File: src/rtl/piece_gen.sv
// Piece ID generator: seedable Galois LFSR feeding a bag randomizer, buffered
// in a head + preview queue that the game controller drains with a take strobe.
module piece_gen #(
  parameter int                NUM_PIECES    = 7,
  parameter int                PIECE_W       = 3,
  parameter int                LFSR_W        = 16,
  parameter logic [LFSR_W-1:0] LFSR_TAPS     = 16'hB400,
  parameter logic [LFSR_W-1:0] SEED          = 16'hACE1,
  parameter int                PREVIEW_DEPTH = 3,
  parameter int                MAX_TRIES     = 4,
  parameter int                WARMUP        = 8
) (
  input  logic                                 clka,
  input  logic                                 restart,
  input  logic                                 seed_load,
  input  logic [LFSR_W-1:0]                    seed_in,
  input  logic                                 user_evt,
  input  logic                                 take,
  output logic [PIECE_W-1:0]                   piece,
  output logic                                 piece_valid,
  output logic [PREVIEW_DEPTH*PIECE_W-1:0]     preview,
  output logic [$clog2(PREVIEW_DEPTH+2)-1:0]   q_count,
  output logic [NUM_PIECES-1:0]                bag_mask
);

  localparam int Q  = PREVIEW_DEPTH + 1;
  localparam int CW = $clog2(Q + 1);
  localparam int TW = (MAX_TRIES > 1) ? $clog2(MAX_TRIES) : 1;
  localparam int WW = (WARMUP > 0) ? $clog2(WARMUP + 1) : 1;
  localparam logic [LFSR_W-1:0] SEED_EFF = (SEED == '0) ? LFSR_W'(1) : SEED;

  typedef enum logic [1:0] {WARM = 2'd0, FILL = 2'd1, FULL = 2'd2} state_t;

  state_t               state_q, state_d;
  logic [LFSR_W-1:0]    lfsr_q, lfsr_d, lfsr_nxt;
  logic [NUM_PIECES-1:0] bag_q, bag_d;
  logic [TW-1:0]        tries_q, tries_d;
  logic [WW-1:0]        warm_q, warm_d;
  logic [PIECE_W-1:0]   qmem_q [Q];
  logic [PIECE_W-1:0]   qmem_d [Q];
  logic [CW-1:0]        cnt_q, cnt_d, tail;
  logic [PIECE_W-1:0]   cand, low_idx, push_val;
  logic                 cand_ok, draw_en, push, pop;

  always_comb begin
    lfsr_nxt = '0;
    lfsr_d   = lfsr_q;
    if (seed_load) begin
      lfsr_nxt = seed_in;
    end else begin
      lfsr_nxt = (lfsr_q >> 1) ^ (lfsr_q[0] ? LFSR_TAPS : '0);
      if (user_evt) lfsr_nxt[0] = ~lfsr_nxt[0];
      else          lfsr_nxt[0] = lfsr_nxt[0];
    end
    // an all-zero Galois state would lock up
    if (lfsr_nxt == '0) lfsr_d = LFSR_W'(1);
    else                lfsr_d = lfsr_nxt;
  end

  always_comb begin
    cand     = lfsr_q[PIECE_W-1:0];
    cand_ok  = 1'b0;
    low_idx  = '0;
    push     = 1'b0;
    push_val = cand;
    tries_d  = tries_q;
    bag_d    = bag_q;
    pop      = take && (cnt_q != '0);
    draw_en  = (state_q == FILL) && (cnt_q < CW'(Q));
    for (int i = 0; i < NUM_PIECES; i++) begin
      if ((cand == PIECE_W'(i)) && bag_q[i]) cand_ok = 1'b1;
    end
    for (int i = NUM_PIECES - 1; i >= 0; i--) begin
      if (bag_q[i]) low_idx = PIECE_W'(i);
    end
    if (draw_en) begin
      if (cand_ok) begin
        push    = 1'b1;
        tries_d = '0;
      end else if (int'(tries_q) == MAX_TRIES - 1) begin
        push     = 1'b1;
        push_val = low_idx;
        tries_d  = '0;
      end else begin
        tries_d = tries_q + TW'(1);
      end
    end else begin
      tries_d = tries_q;
    end
    if (push) begin
      for (int i = 0; i < NUM_PIECES; i++) begin
        if (push_val == PIECE_W'(i)) bag_d[i] = 1'b0;
      end
    end else begin
      bag_d = bag_q;
    end
    // last piece of the bag drawn: start a fresh bag on the same edge
    if (bag_d == '0) bag_d = '1;
    else             bag_d = bag_d;
  end

  always_comb begin
    qmem_d = qmem_q;
    tail   = pop ? (cnt_q - CW'(1)) : cnt_q;
    if (pop) begin
      for (int i = 0; i < Q - 1; i++) qmem_d[i] = qmem_q[i+1];
      qmem_d[Q-1] = '0;
    end else begin
      qmem_d = qmem_q;
    end
    if (push) begin
      for (int i = 0; i < Q; i++) begin
        if (tail == CW'(i)) qmem_d[i] = push_val;
      end
    end else begin
      qmem_d = qmem_d;
    end
    cnt_d = cnt_q + CW'(push) - CW'(pop);
  end

  always_comb begin
    state_d = state_q;
    warm_d  = warm_q;
    case (state_q)
      WARM: begin
        if (int'(warm_q) + 1 >= WARMUP) state_d = FILL;
        else                            warm_d  = warm_q + WW'(1);
      end
      FILL: begin
        if (push && !pop && (int'(cnt_q) == Q - 1)) state_d = FULL;
        else                                        state_d = FILL;
      end
      FULL: begin
        if (pop) state_d = FILL;
        else     state_d = FULL;
      end
      default: state_d = WARM;
    endcase
  end

  always_ff @(posedge clka) begin
    if (restart) begin
      state_q <= WARM;
      lfsr_q  <= SEED_EFF;
      bag_q   <= '1;
      tries_q <= '0;
      warm_q  <= '0;
      cnt_q   <= '0;
      qmem_q  <= '{default: '0};
    end else begin
      state_q <= state_d;
      lfsr_q  <= lfsr_d;
      bag_q   <= bag_d;
      tries_q <= tries_d;
      warm_q  <= warm_d;
      cnt_q   <= cnt_d;
      qmem_q  <= qmem_d;
    end
  end

  // queue slots past the occupancy are held at zero, so preview needs no masking
  always_comb begin
    preview = '0;
    for (int i = 0; i < PREVIEW_DEPTH; i++) preview[i*PIECE_W +: PIECE_W] = qmem_q[i+1];
  end

  assign piece       = qmem_q[0];
  assign piece_valid = (cnt_q != '0);
  assign q_count     = cnt_q;
  assign bag_mask    = bag_q;

endmodule

File: config.mk
export PLATFORM = sky130hd
export DESIGN_NAME = piece_gen
export DESIGN_NICKNAME = d
export VERILOG_FILES = /design/src/rtl/piece_gen.sv
export SDC_FILE = /design/constraint.sdc
export NUM_CORES = 1
export LEC_CHECK = 0
export ABC_AREA = 0
export CAP_MARGIN = 0
export CELL_PAD_IN_SITES_DETAIL_PLACEMENT = 1
export CELL_PAD_IN_SITES_GLOBAL_PLACEMENT = 1
export CORE_ASPECT_RATIO = 0.8
export CORE_MARGIN = 2
export CORE_UTILIZATION = 40
export CTS_CLUSTER_SIZE = 14
export DETAILED_ROUTE_END_ITERATION = 7
export PLACE_DENSITY = 0.92
export SLEW_MARGIN = 20
export SYNTH_ARGS = -nofsm -noshare
export SYNTH_HDL_FRONTEND = slang
export SYNTH_SLANG_ARGS = --single-unit
File: constraint.sdc
create_clock -name clka -period 3.3 [get_ports clka]
set_clock_uncertainty 0.1 [all_clocks]
set_input_delay 0.66 -clock clka [delete_from_list [all_inputs] [get_ports clka]]
set_output_delay 0.66 -clock clka [all_outputs]
set_load 0.02 [all_outputs]
[Word level (Yosys, flattened, before mapping)]
Cells that the tools add are included.
Storage, ports and cells
  memory bits (writable): 0
  logic and storage cells: 109
  output and inout port bits: 23
  input port bits: 21
  latch bits: 0
  register bits: 46
  ROM bits: 0
  memories kept: 0
Operators by class
  add/subtract/negate cells: 6
  reduce and logical (&&, ||, !) cells: 22
  shift-type cells: 0
  $mul: 0
  eq/ne operators: 20
  bitwise logic cells: 3
  div/mod/pow operators: 0
  $lt $le $gt $ge: 2
  muxes and demuxes: 45
Operator list (number)
  2-to-1 mux 16 bit: 3
  2-to-1 mux 3 bit: 15
  2-to-1 mux 12 bit: 2
  equality test 3 bit, second input constant: 7
  equality test 3 x 2 -> 1 bit, second input constant: 6
  2-to-1 mux 1 bit: 18
  logical NOT 16 bit: 1
  bitwise XOR 15 x 16 -> 16 bit: 1
  logical AND 1 bit: 11
  2-to-1 mux 2 bit: 5
  equality test 3 x 1 -> 1 bit, second input constant: 3
  logical NOT 3 bit: 3
  logical NOT 7 bit: 1
  2-to-1 mux 7 bit: 1
  case mux 2 bit (3 select lines): 1
  adder 4 x 1 -> 5 bit, second input constant: 1
  greater-or-equal comparator 5 x 4 -> 1 bit, second input constant: 1
  adder 4 x 1 -> 4 bit, second input constant: 1
  equality test 2 x 1 -> 1 bit, second input constant: 2
  OR reduction 2 bit: 2
  adder 3 x 1 -> 3 bit: 1
  < comparator 3 bit, second input constant: 1
  nonzero test 3 bit: 1
  subtractor 3 x 1 -> 3 bit: 1
  8 further kinds: 9

[Logic depth before layout (Yosys ltp)]
Gate-level depths: netlist of run 1.
  depth after elaboration: 16
  mapped depth: 12

[Least setup slack after synthesis of run 1]
No wires, ideal clock.
  path kind: register to register
  start: reg cnt_q[0], in the netlist q_count[0]
  end: reg cnt_q[2], in the netlist q_count[2]
  path slack: 338 ps
  data arrival time: 2735 ps
  path buffers: 1
  stages on the path, launching flop included: 13
  clock period less this slack: 2962 ps
  required time: 3072 ps
  setup time: 128 ps
  path through: dfxtp_1 > inv_1 > ha_1 > nand2b_1 > nand2_1 > clkbuf_1 > ha_1 > inv_1 > ha_1 > fa_1 > xnor2_1 > xnor2_1 > nor2_1
RTL lines
  start, declared: RTL line 41  | logic [CW-1:0] cnt_q, cnt_d, tail;
  start signal, assigned: RTL line 156  | cnt_q <= cnt_d;
  nonzero test 3 bit
  net piece_valid: RTL line 20  | output logic piece_valid,
  logical AND 1 bit: RTL line 68  | pop = take && (cnt_q != '0);
  subtractor 3 x 1 -> 3 bit: RTL line 118  | cnt_d = cnt_q + CW'(push) - CW'(pop);
The timed path passes the listed nets, and every way through them passes these cells.
A chain may end at the register's enable or synchronous reset.

[Final worst setup path of run 1]
  start: reg lfsr_q[0]
  end: reg bag_q[4], in the netlist bag_mask[4]
On the way
  cells in the longest elaborated chain, start to end: 16
RTL lines
  start, declared: RTL line 35  | logic [LFSR_W-1:0] lfsr_q, lfsr_d, lfsr_nxt;
  start signal, assigned: RTL line 152  | lfsr_q <= lfsr_d;
  logical NOT 3 bit: RTL line 71  | if ((cand == PIECE_W'(i)) && bag_q[i]) cand_ok = 1'b1;
  logical AND 1 bit: RTL line 71
  2-to-1 mux 1 bit (7 in series): RTL line 71
  2-to-1 mux 3 bit: RTL line 77  | if (cand_ok) begin
  2-to-1 mux 3 bit: RTL line 76  | if (draw_en) begin
  equality test 3 x 1 -> 1 bit, or another cell as far along: RTL line 92  | if (push_val == PIECE_W'(i)) bag_d[i] = 1'b0;
  2-to-1 mux 1 bit: RTL line 92
  2-to-1 mux 7 bit (*): RTL line 90  | if (push) begin
  logical NOT 7 bit: RTL line 98  | if (bag_d == '0) bag_d = '1;
  OR reduction 2 bit (no source line)
  end signal, assigned: RTL line 153  | bag_q <= bag_d;
  end, declared: RTL line 36  | logic [NUM_PIECES-1:0] bag_q, bag_d;
Mark *: on every way between the ends. The rest lies on a longest branch, timed or not.

==> impl_metrics.tcl, run 1 <==
set metrics [dict create \
    status "finished, final reports clean" \
    die_h_um 74.3 \
    path_class "reg2reg" \
    setup-violations-final 0 \
    dr.pass1.iters 4 \
    ant_nets 0 \
    syn-num-nets 302 \
    cp_slowest_cell "dfxtp_2" \
    timing.final.crit_share_pct 92.5 \
    maxSlewHeadroom_pct 55.4 \
    rsz0062_at_grt "no" \
    grt_util_met3_pct 3.24 \
    synth_most_common_cell "dfxtp_1" \
    synth_top_area_share_pct 37.3 \
    instances_no_fill 397 \
    fmax_mhz 328 \
    route.detailed.drc 0 \
    synth_flop_cell "dfxtp_1" \
    routed_wl_mm 7.16 \
    leakagePower_nw 1.18 \
    root_buffer "clkbuf_8" \
    grt_pass1_wl_mm 11.6 \
    synth-seq-area-share_pct 37.3 \
    synthCells 271 \
    io_buffer_count 43 \
    dp_hpwl_mm 5.02 \
    ys_types 52 \
    cts_buffer_depth 2 \
    placed_cells 389 \
    finalWorstPathRequiredPeriod_ns 3.05 \
    pre_cts_ws_ns 0.115 \
    clock_power_share_pct 28.0 \
    grt_use_total_pct 21.6 \
    coreArea_sq_um 5940 \
    num_rows 25 \
    grt_use_met2_pct 37.5 \
    crit_path_cell_trace "mux2i_1 > o211ai_2 > a21oi_2 > mux2_2 > o41a_1 > a2bb2oi_2 > nor4_4 > or3_1" \
    tightestPinTransition_ns 0.664 \
    ios 44 \
    arrival_ns 3.19 \
    antenna_found_initial 0 \
    p_switching_w 0.000469 \
    yosys.area.top_type "dfxtp_1" \
    busiest_layer "met2" \
    final_core_utilization_pct 52.1 \
    critPathMaxStageDelay_ns 0.50 \
    cts.htree.levels 2 \
    syn_to_final_growth_pct 25.4 \
    yosys_warnings 0 \
    drive_gt1_share_pct 10.4 \
    hold_class "reg2reg" \
    switching_share_pct 31.7 \
    finalHoldViolations 0 \
    whs_ns 0.364 \
    async_flop_share_pct 0 \
    p_per_area_nw_per_um2 477 \
    first_iter_violations 94 \
    cts.sinks 46 \
    grt_max_degree 30 \
    insertion_delay_ns 0.29 \
    worst_slack_ns 0.248 \
    pwr-share-seq_pct 43.6 \
    tns_ns 0 \
    layout.nets 346 \
    die_width_um 91.9 \
    cts_tree "yes" \
    synth_common_cells "46 x dfxtp_1, 33 x nor2_1, 17 x mux2i_1" \
    cts_made_buffers 5 \
    vias 2204 \
    postCtsSetupBuffers 0 \
    synth_edf_count 0 \
    comb_power_share_pct 28.5 \
    routabilityCongestion 0.860 \
    finalMaxSlewViolations 0 \
    antenna_cells 0 \
    start_kind "flop" \
    post_drt_wl_per_cell_um 18.0 \
    gr-total-overflow 0 \
    viasPerCell 5.55 \
    crit_path_end_kind "flop" \
    syn-cell-area_sq_um 2470 \
    initial_utilization_pct 41.6 \
    met1_usage_pct 28.4 \
    synth.area.top_cells "dfxtp_1 37%, mux2i_1 6.9%, nor2_1 5.0%" \
    synth_seq_cells 46 \
    peakVddDrop_uv 166 \
    crit_fanout 13 \
    p_int_w 0.00101 \
    hold_buffers 0 \
    clk_pin_slew_ns 0.08 \
    grt_pass1_vias 2297 \
    syn_area_per_cell_sq_um 9.12 \
    maxCapViolations 0 \
    dieArea_sq_um 6830 \
    worstPathRequired_ns 3.44 \
]
-- worst max-delay path: cells and delay by family (launching register included) --
kind            cells  cell delay [ns]
compound gates      4             1.06
flops               1             0.50
mux                 2             0.78
simple gates        2             0.55
-- final cells by class --
type                       instances  area, sq um
fill                             700         2850
timing repair buffer              47          460
clock buffer                       7         76.3
sequential                        46          922
inverter                          10         37.5
tap                               81          101
clock inverter                     1         30.0
multi-input combinational        205         1470
-- what timing repair did --
| item | CTS | global route |
|---|---|---|
| gates resized for setup | 0 | 2 |
| hold endpoints to repair | 0 | 0 |
| setup endpoints to repair | 0 | 7 |
-- flip-flops by register name, summed over array words and instances, names as in the netlist --
name      flops
piece         3
preview       9
warm_q        4
q_count       3
tries_q       2
lfsr_q       16
bag_mask      7
state_q       2
-- layout by cell type (no fill, tap or decap), types with 3 or more instances in the layout --
cell / synthesis / final
nor2b_1: 9 / 9
nor3_1: 11 / 11
a211o_1: 4 / 4
xnor2_1: 5 / 5
mux2_2: 11 / 11
o21ai_0: 8 / 8
o31a_1: 3 / 3
nand2_1: 13 / 13
nor2_1: 33 / 33
dfxtp_1: 46 / 45
o21a_1: 3 / 3
clkbuf_8: 0 / 5
xor2_1: 4 / 4
nor4_1: 3 / 3
or3_1: 9 / 9
nand3_1: 4 / 4
a211oi_1: 7 / 7
clkdlybuf4s50_1: 0 / 43
mux2i_1: 17 / 16
inv_1: 9 / 9
ha_1: 9 / 9
a21oi_1: 11 / 11
nand3b_1: 3 / 3
buf_4: 0 / 4
nand2b_1: 9 / 9
-- routing by layer --
| metal | vias up | wire length [um] |
|---|---|---|
| met5 | - | 0 |
| met1 | 1088 | 3280 |
| li1 | 1060 | - |
| met2 | 52 | 3590 |
| met3 | 4 | 248 |
| met4 | 0 | 46 |
-- power groups by stage --
stage                     Sequential [W]  Combinational, W  Clock [W]
after floorplan                 0.000655          0.000257          0
after global placement          0.000654          0.000389          0
after detailed placement        0.000655          0.000412          0
after CTS                       0.000644          0.000417   0.000419
after global routing            0.000653          0.000457   0.000439
final                           0.000644          0.000421   0.000413
-- worst paths after layout --
kind	startpoint	endpoint	slack, ns	cells after the start
worst max-delay path	lfsr_q[0]	bag_mask[4]	0.25	8
worst min register to register	tries_q[1]	tries_q[1]	0.36	2
worst max register to register	lfsr_q[0]	bag_mask[4]	0.25	8
worst min-delay path	tries_q[1]	tries_q[1]	0.36	2
-- per-stage QoR --
stage / total power, W / cell area, sq um
global route: 0.00155 / 3100
global placement: 0.00104 / 2990
finish: 0.00148 / 3100
floorplan: 0.000912 / 2470
CTS: 0.00148 / 3090
detailed placement: 0.00107 / 2990
-- cell families after synthesis --
kind of cell	share of synthesized area [%]
xor+xnor	3.19
compound gates	17.1
flops	37.3
mux	11.9
buf+inv	3.39
simple gates	21.8
fa+ha+maj	5.37
Power figures use the tool's default switching activity.
==> run 2, diff against run 1 <==
--- a/constraint.sdc
+++ b/constraint.sdc
@@ -3,3 +3,3 @@
 set_input_delay 0.66 -clock clka [delete_from_list [all_inputs] [get_ports clka]]
 set_output_delay 0.66 -clock clka [all_outputs]
-set_load 0.02 [all_outputs]
+set_load 0.005 [all_outputs]
==> results of run 2 <==
The final DEF is identical to that of run 1. Status: finished, final reports clean.
Main changes from that run: total power 0.00148 W -> 0.00145 W; worst IR drop on VDD 166 uV -> 163 uV
==> run 3, diff against run 2 <==
CORE_MARGIN = not set   (was 2)
GPL_ROUTABILITY_DRIVEN = 0   (was not set)
==> run 3 against run 2 <==
  * Setup slack got worse by 0.11 ns
  * Utilization is 0.40 points lower
  * Power shrank 6.1%
  * Worst hold slack gained 0.014 ns
  * Cell area down 0.77%
  * Fmax is 3.6% lower
==> impl_metrics.tcl, run 3 (synthesis gave the netlist of run 1 again) <==
set metrics [dict create \
    placed_area_sq_um 2990 \
    grt_pass1_wl_mm 11.6 \
    coreArea_sq_um 5940 \
    grt_use_total_pct 22.4 \
    tightestPinTransition_ns 0.558 \
    insertion_delay_ns 0.30 \
    io_buffer_count 43 \
    num_rows 25 \
    postLayoutCellArea_sq_um 3070 \
    dp_hpwl_mm 5.16 \
    critPathMaxStageDelay_ns 0.61 \
    initial_utilization_pct 41.6 \
    worst_path_dominant_cell_family "compound AO/OA/AOI/OAI gates" \
    start_kind "flop" \
    clk_pin_slew_ns 0.08 \
    tns_ns 0 \
    vias 2223 \
    antenna_cells 0 \
    largest-register "lfsr_q" \
    viasPerCell 5.60 \
    final_common_cell "dfxtp_1" \
    finalWorstPathRequiredPeriod_ns 3.17 \
    whs_ns 0.378 \
    arrival_ns 3.30 \
    die_h_um 72.3 \
    dieArea_sq_um 6500 \
    drive_gt1_share_pct 10.1 \
    finalHoldViolations 0 \
    cts_made_buffers 5 \
    grt_max_degree 27 \
    grt_pass1_vias 2363 \
    ios 44 \
    maxSlewHeadroom_pct 62.7 \
    crit_path_end_kind "flop" \
    finalMaxSlewViolations 0 \
    root_buffer "clkbuf_8" \
    peakVddDrop_uv 136 \
    path_class "reg2reg" \
    setup-violations-final 0 \
    instances_no_fill 397 \
    post_drt_wl_per_cell_um 18.0 \
    layout_common_cells "46 x dfxtp_1, 43 x clkdlybuf4s50_1, 33 x nor2_1" \
    leakagePower_nw 1.17 \
    p_per_area_nw_per_um2 443 \
    hold_class "reg2reg" \
    gr-total-overflow 0 \
    worstPathRequired_ns 3.44 \
    placed_cells 390 \
    timing.final.crit_share_pct 96.0 \
    syn_to_final_growth_pct 24.4 \
    cts_buffer_depth 2 \
    layout.nets 347 \
    fmax_mhz 316 \
    cts_tree "yes" \
    status "finished, final reports clean" \
    die_width_um 89.9 \
    ant_nets 0 \
    largest_reg_flops 16 \
    crit_fanout 13 \
    dr.pass1.iters 4 \
    crit_path_cell_trace "mux2i_1 > a22oi_2 > a21oi_2 > mux2_2 > o41a_1 > a2bb2oi_2 > nor4_4 > or3_1" \
    cp_slowest_cell "dfxtp_1" \
    routed_wl_mm 7.13 \
    maxCapViolations 0 \
    cts.htree.levels 2 \
    rsz0062_at_grt "no" \
    cts.sinks 46 \
    first_iter_violations 98 \
    route.detailed.drc 0 \
    path_buf_inv 0 \
    antenna_found_initial 0 \
]
run 3: layer usage:
| metal | wire length, um | global-route usage, % |
|---|---|---|
| met1 | 3260 | 28.6 |
| met2 | 3550 | 39.6 |
| met3 | 209 | 3.67 |
| met4 | 110 | 6.81 |
| met5 | 0 | 0 |
run 3: where the power goes:
part	internal (W)	switching (W)	total [W]
Sequential	0.000590	0.0000543	0.000644
Clock	0.000146	0.000183	0.000329
Combinational	0.000193	0.000196	0.000389
Total	0.000928	0.000433	0.00136
run 3: final cells by class:
type,instances,area [sq um]
Fill cell,701,2870
Sequential cell,46,921
Tap cell,81,101
Inverter,10,37.5
Clock buffer,7,76.3
Timing Repair Buffer,48,468
Multi-Input combinational cell,205,1470
run 3: timing repair:
action | in CTS | in global routing
hold buffers | 0 | 0
buffers inserted | 0 | 0
endpoints found under the setup margin | 0 | 6
resized for setup | 0 | 1
run 3: worst paths after layout:
path,from,cells past startpoint,slack (ns),to
setup / recovery,lfsr_q[0],8,0.13,bag_mask[6]
hold / removal,warm_q[3],1,0.38,warm_q[3]
setup reg to reg,lfsr_q[0],8,0.13,bag_mask[6]
hold reg to reg,warm_q[3],1,0.38,warm_q[3]
run 3: per-stage QoR:
step	util, %	power [W]	setup WS, ns
3_5_place_dp	50.4	0.00104	0.169
5_1_grt	51.7	0.00144	0.00928
2_1_floorplan	-	0.000885	0.615
3_3_place_gp	50.4	0.00101	0.359
4_1_cts	51.7	0.00137	0.146
6_report	51.7	0.00136	0.133
